--- src/rtl/pc_fetch_f_pkg.sv ---
// Shared fetch-stage constants and the next-PC select encoding.
package pc_fetch_f_pkg;

    localparam logic [31:0] PC_RESET_ADDR = 32'h0000_3000;
    localparam logic [31:0] NOP_INSTR     = 32'h0000_0000;

    typedef enum logic [1:0] {
        NPC_PC4 = 2'd0,
        NPC_BR  = 2'd1,
        NPC_J   = 2'd2,
        NPC_JR  = 2'd3
    } npc_sel_e;

    // Fixed priority keeps simultaneous selects deterministic.
    function automatic npc_sel_e npc_select(input logic branch, input logic jump,
                                            input logic jump_reg);
        if (jump_reg)    return NPC_JR;
        else if (jump)   return NPC_J;
        else if (branch) return NPC_BR;
        else             return NPC_PC4;
    endfunction

endpackage

--- src/rtl/pc_fetch_f_npc.sv ---
// Combinational next-PC selection from D-stage redirect decisions.
module pc_fetch_f_npc
    import pc_fetch_f_pkg::*;
(
    input  logic [31:0] i_pc_f,
    input  logic [31:0] i_pc_d,
    input  logic [25:0] i_imm26,
    input  logic [31:0] i_rd1_d,
    input  logic        i_branch,
    input  logic        i_jump,
    input  logic        i_jump_reg,
    output logic [31:0] o_npc
);

    npc_sel_e    w_sel;
    logic [31:0] w_pc4;
    logic [31:0] w_br_target;
    logic [31:0] w_j_target;
    logic [31:0] w_br_offset;

    assign w_sel       = npc_select(i_branch, i_jump, i_jump_reg);
    assign w_pc4       = i_pc_f + 32'd4;
    assign w_br_offset = {{14{i_imm26[15]}}, i_imm26[15:0], 2'b00};
    assign w_br_target = i_pc_d + 32'd4 + w_br_offset;
    // Region bits come from the jump's own PC; the delay slot shares the region.
    assign w_j_target  = {i_pc_d[31:28], i_imm26, 2'b00};

    always_comb begin
        o_npc = w_pc4;
        unique case (w_sel)
            NPC_JR:  o_npc = i_rd1_d;
            NPC_J:   o_npc = w_j_target;
            NPC_BR:  o_npc = w_br_target;
            default: o_npc = w_pc4;
        endcase
    end

endmodule

--- src/rtl/pc_fetch_f.sv ---
// Fetch stage: PC register, next-PC selection and the F/D pipeline register.
module pc_fetch_f
    import pc_fetch_f_pkg::*;
#(
    parameter logic [31:0] PC_RESET  = pc_fetch_f_pkg::PC_RESET_ADDR,
    parameter logic [31:0] NOP_INSTR = pc_fetch_f_pkg::NOP_INSTR
) (
    input  logic        clk,
    input  logic        reset,
    input  logic        Stall,
    input  logic        Branch,
    input  logic        Jump,
    input  logic        JumpReg,
    input  logic [31:0] RD1_D,
    input  logic [31:0] Instr_F,
    output logic [31:0] PC_F,
    output logic [31:0] Instr_D,
    output logic [31:0] PC_D,
    output logic [31:0] PC8_D
);

    logic [31:0] r_pc_f;
    logic [31:0] r_instr_d;
    logic [31:0] r_pc_d;
    logic [31:0] w_npc;

    pc_fetch_f_npc u_npc (
        .i_pc_f     (r_pc_f),
        .i_pc_d     (r_pc_d),
        .i_imm26    (r_instr_d[25:0]),
        .i_rd1_d    (RD1_D),
        .i_branch   (Branch),
        .i_jump     (Jump),
        .i_jump_reg (JumpReg),
        .o_npc      (w_npc)
    );

    // Stall freezes PC and F/D together so a branch in D re-evaluates later.
    always_ff @(posedge clk) begin
        if (reset) begin
            r_pc_f    <= PC_RESET;
            r_instr_d <= NOP_INSTR;
            r_pc_d    <= PC_RESET;
        end else if (!Stall) begin
            r_pc_f    <= w_npc;
            r_instr_d <= Instr_F;
            r_pc_d    <= r_pc_f;
        end
    end

    assign PC_F    = r_pc_f;
    assign Instr_D = r_instr_d;
    assign PC_D    = r_pc_d;
    assign PC8_D   = r_pc_d + 32'd8;

endmodule
--- config.mk ---
export PLATFORM = sky130hd
export DESIGN_NAME = pc_fetch_f
export DESIGN_NICKNAME = d
export VERILOG_FILES = /design/src/rtl/pc_fetch_f_pkg.sv /design/src/rtl/pc_fetch_f_npc.sv /design/src/rtl/pc_fetch_f.sv
export SDC_FILE = /design/constraint.sdc
export NUM_CORES = 1
export LEC_CHECK = 0
export BUFFER_PORTS_ARGS = -buffer_cell sky130_fd_sc_hd__buf_2
export CORE_AREA = 3 3 128 130
export CTS_CLUSTER_SIZE = 40
export DETAILED_ROUTE_END_ITERATION = 10
export DIE_AREA = 0 0 131 133
export PLACE_DENSITY = 0.77
export SETUP_SLACK_MARGIN = 0.15
export SYNTH_ARGS = -nofsm -noshare
export SYNTH_HDL_FRONTEND = slang
export SYNTH_SLANG_ARGS = --single-unit
--- constraint.sdc ---
create_clock -name clk -period 2.55 [get_ports clk]
set_input_delay 0.3825 -clock clk [delete_from_list [all_inputs] [get_ports clk]]
set_output_delay 0.3825 -clock clk [all_outputs]
set_load 0.05 [all_outputs]
Word level (Yosys, flattened, before mapping)
Cells that the tools add are included.
{ "totals": {"out_inout_bits": 128, "reg_bits": 96} }
{ "op_classes": {"muxes": 4, "add_sub_neg": 4, "n_eq_ne": 3} }
{ "ops": {"columns": ["operator", "n"], "rows": [
  ["$pmux W32 S3", 1],
  ["$add A32 B3 Y32 const B", 2],
  ["$add A32 B32 Y32", 1],
  ["$add A32 B4 Y32 const B", 1],
  ["$eq A2 B2 Y1 const B", 2],
  ["$mux W2", 2],
  ["$eq A2 B1 Y1 const B", 1],
  ["$mux W1", 1]
]} }

Depth between registers and ports, before layout
{ "logic_depth": {"ltp_word": 5, "ltp_mapped": 12, "ltp_nobuf": 12} }

Cells and area by module
From an unflattened synthesis, not the netlist that was laid out.
{ "unflattened": {"cells_unflattened": 857, "area_unflattened_um2": 7235.7} }
{ "by_module_without_submodules": {"columns": ["mod", "area_per_inst_um2", "seq_area_each_um2", "cells_per_inst", "n_inst"], "rows": [
  ["pc_fetch_f", 3952.5, 1921.8, 392, 1],
  ["pc_fetch_f_npc", 3283.1, 0.0, 465, 1]
]} }

Worst setup path before layout
OpenSTA, ideal clock, no wires.
{ "synth_timing": {"path_kind": "register to output", "from": "register r_pc_d[3] (netlist: PC_D[3])", "to": "output PC8_D[27]", "t_arrival_ps": 2794, "n_path_buf": 1, "path_stages_with_launch": 9, "path_slack_ps": -627, "cell_sequence": "dfxtp_1 > ha_1 > and3_1 > clkbuf_1 > nand2_1 > nor2_1 > and3_1 > nand4_1 > xnor2_1"} }
{ "synth_via": {"elab_chain_cells": 1} }
{ "synth_lines": {"columns": ["item", "line_no", "source"], "rows": [
  ["start: declaration", "pc_fetch_f.sv:24", "logic [31:0] r_pc_d;"],
  ["start signal: assignment", "pc_fetch_f.sv:47", "r_pc_d <= r_pc_f;"],
  ["$add A32 B4 Y32", "pc_fetch_f.sv:54", "assign PC8_D = r_pc_d + 32'd8;"],
  ["end: declaration", "pc_fetch_f.sv:19", "output logic [31:0] PC8_D"]
]} }
Every way passes these cells.

Worst setup path in the final report
{ "layout_timing": {"from": "register r_instr_d[1] (netlist: Instr_D[1])", "to": "register r_pc_f[13] (netlist: PC_F[13])"} }
{ "layout_via": {"elab_chain_cells": 2} }
{ "layout_lines": {"columns": ["item", "line_no", "source"], "rows": [
  ["start: declaration", "pc_fetch_f.sv:23", "logic [31:0] r_instr_d;"],
  ["start signal: assignment", "pc_fetch_f.sv:46", "r_instr_d <= Instr_F;"],
  ["$add A32 B32 Y32", "pc_fetch_f_npc.sv:24", "assign w_br_target = i_pc_d + 32'd4 + w_br_offset;"],
  ["$pmux W32 S3", "pc_fetch_f_npc.sv:30", "unique case (w_sel)"],
  ["end signal: assignment", "pc_fetch_f.sv:45", "r_pc_f <= w_npc;"],
  ["end: declaration", "pc_fetch_f.sv:22", "logic [31:0] r_pc_f;"]
]} }
Every way passes these cells.
A chain may end at the register's enable or synchronous reset.

==> metrics.md <==
| Metric | Value |
|---|---|
| Outcome | complete, but fails checks |
| Failing checks | setup timing |
| Max stage delay on crit path | 0.41 ns |
| Seq cells post-synth | between 90 and 100 |
| Final slew viol count | 0 |
| Synth top area share | about a quarter |
| Vias in the first global route | between 8000 and 9000 |
| Critical R2R Launch | Instr_D[1] |
| Delay-heaviest family, CP | compound AO/OA/AOI/OAI gates |
| Clock tree buffer depth | 2 |
| Row count | 45 |
| Starting Density | roughly 49% |
| Setup slack after layout | -0.1236 ns |
| Final hold slack | roughly 0.24 ns |
| # H-tree levels | 3 |
| Synth async-reset ratio | 0% |
| DR iter-0 viols | approximately 710 |
| Startpoint Class | register |
| Critical Path Sink Type | register |
| Synthesized Nets | ~1100 |
| Fraction of layout instances using a drive strength above 1 | between 40 and 50% |
| CTS Hold Bufs | 0 |
| WP buf/inv | 1 |
| Clock Sinks | 96 |
| Leak | ~5.2 nW |
| TritonCTS clock tree | yes |
| Hold Startpoint | Instr_F[26] |
| Worst-Margin Slew | approximately 0.56 ns |
| CTS clk-pin slew, worst paths | ~0.080 ns |
| Drt first pass iters | 6 |
| Hold path depth | 3 |
| WS Path Type | register to register |
| Final Critical Period | about 2.7 ns |
| Worst-Skew Late Latency | between 0.3 and 0.4 ns |
| Crit path launch | Instr_D[1] |
| Layout fillers | around 1100 |
| Die area | between 15000 and 20000 um2 |
| Ant. Diodes | 0 |
| Final setup viols | 15 |
| Final Net Count | 1359 |
| First-pass GRT wire length | 41860 um |
| Tot GR Track Use | 29.79% |
| Final Hold Viols | 0 |
| Num CTS Buffers | 9 |
| GRT overflow | 0 |
| P&R area growth vs syn | 48.95% |
| Post-Syn Area | around 7500 um2 |
| Cell mode on critical path | ha_4 |
| Worst path depth | 11 |
| Final core utilization | between 70% and 80% |
| Synthesized area per cell | 7.967 um2 |
| Per-cell routed wire length | around 19 um |
| Routability cong. | 0.9442 |
| Residual DRC | 0 |
| Pin count of the biggest net entering global routing | 90 |
| Die span in y | between 100 and 150 um |
| Die Width | around 130 um |
| DP HPWL | ~19000 um |
| Syn Inst Count | 942 |
| Clk root buf | clkbuf_16 |
| Port buffer count | 197 |
| Floorplan core area | 15260 um2 |
| Peak supply drop | about 280 uV |
| Most frequent cells in the layout | 181 x buf_2, 128 x nor2_1, 127 x buf_4 |
| Power consumption | about 4.7 mW |
| Commonest non-fill, non-tap cell in the layout | buf_2 |
| Max-Cap Viols | 0 |
| EDFF count, synth | 0 |
| Synth area leaders | dfxtp_1 26%, ha_1 9.8%, mux2i_1 8.8%, nor2_1 6.8%, xnor2_1 4.6% |
| Yosys Warn Count | 0 |
| Worst path cell trace | ha_4 > ha_4 > fa_2 > a211oi_4 > buf_4 > o21bai_2 > a2111oi_4 > o31ai_1 > xor2_1 > a21oi_1 > o21bai_1 |
| CP arrival | between 2 and 3 ns |
| RSZ-0062 raised after global routing | yes |
| Worst endpoint required time | about 2.8 ns |
| R2R cell count | 11 |
| Number of distinct library cells after synthesis | between 70 and 80 |
| Initial antenna violation count | 0 |
| Register area share after synthesis | roughly 26% |
| Via Count | 8589 |
| Cell accounting for the most synthesized area | dfxtp_1 |
| Max Clock Freq | about 0.37 GHz |
| Power Dens Cells | 423.6 nW/um2 |
| Average vias per placed instance | 5.944 |
| DRT Wirelength | 27390 um |
| CP max FO | 2 |
| Slew headroom | approximately 63% |
| ANT nets after route | 0 |
| Main synth FF type | dfxtp_1 |
| Clock skew | around 0.0075 ns |
| Period utilization | 104.8% |
| Min-delay worst type | input port to register |
| Crit path max-delay cell type | a2111oi_4 |
| Num ports | 198 |
## path summary, 6_finish.rpt
path	end	slack (ns)
hold / removal	Instr_D[26]	0.24
setup reg to reg	PC_F[13]	-0.12
hold reg to reg	Instr_D[29]	0.50
setup / recovery	PC_F[13]	-0.12
## registers in the layout, summed over array words and instances (netlist names)
signal,flops
Instr_D,32
PC_D,32
PC_F,32
## worst min-delay path, stage by stage
cell	delay, ns
buf_2	0.07
mux2i_1	0.05
nor2_1	0.07
## power breakdown
| group | leakage (nW) | switching, mW | internal, mW |
|---|---|---|---|
| Clock | 0.153 | 0.693 | 0.746 |
| Combinational | 4.19 | 0.996 | 0.612 |
| Sequential | 0.815 | 0.112 | 1.58 |
## through the flow
step	cell area (um2)	setup slack (ns)	setup TNS, ns	cells
after floorplan	8013	-0.05897	-0.1463	942
after global placement	9829	-0.06746	-0.2573	1402
after detailed placement	9829	-0.1395	-0.7182	1402
after CTS	10840	-0.1149	-0.8575	1437
after global routing	11180	-0.2110	-2.151	1445
final	11180	-0.1236	-0.7581	1445
## kinds of logic (layout without fill, tap and decap cells)
family	Yosys count	after routing	share of synthesized area, %
AOI/OAI and AO/OA	247	247	22.16
xor gates and xnor gates	54	54	6.302
adders and majority gates	60	60	10.10
buffers and inverters	91	383	5.869
DFF	96	96	25.61
muxes	68	68	9.153
and+or+nand+nor	326	326	20.81
## synth_stat cells (3+ instances only)
cell and n:
nor2_1 136, dfxtp_1 96, nand2_1 74, a21oi_1 66, mux2i_1 66, ha_1 59, o21ai_0 50, xnor2_1 39
clkbuf_1 31, inv_1 30, nand3_1 26, a211oi_1 21, and3_1 16, buf_2 15, xor2_1 15, a31oi_1 12
nor3_1 12, a21o_1 11, and4_1 11, nand4_1 11, o21a_1 11, a221oi_1 9, buf_6 8, o211ai_1 8
and2_1 6, o21ai_1 6, buf_4 5, o21bai_1 5, o221ai_1 5, nor3b_1 4, nor4_1 4, a211o_1 3
a211oi_2 3, a41o_1 3, a41oi_1 3, nand2b_1 3, o31ai_1 3, or2_2 3, or3_1 3
## final cells by class
| type | instances | area (um2) | area share [%] |
|---|---|---|---|
| Timing Repair Buffer | 337 | 2230 | 19.95 |
| Clock buffer | 10 | 250.2 | 2.239 |
| Inverter | 30 | 112.6 | 1.007 |
| Clock inverter | 6 | 55.05 | 0.4925 |
| Sequential cell | 96 | 2047 | 18.31 |
| Tap cell | 211 | 264.0 | 2.362 |
| Multi-Input combinational cell | 755 | 6220 | 55.64 |
## timing repair
action | CTS | global route
resized for setup | 102 | 53
pin swaps | 39 | 33
buffers inserted | 19 | 8
setup endpoints to repair | 36 | 39
## routing by layer
metal  vias up  share of wire, %  GRT usage (%)
li1       4002                 -              -
met1      4047                39          37.02
met2       447                50          51.21
met3        93               7.1          3.835
met4         0               3.7          12.23
met5         -                 0              0
Power figures use the tool's default switching activity.
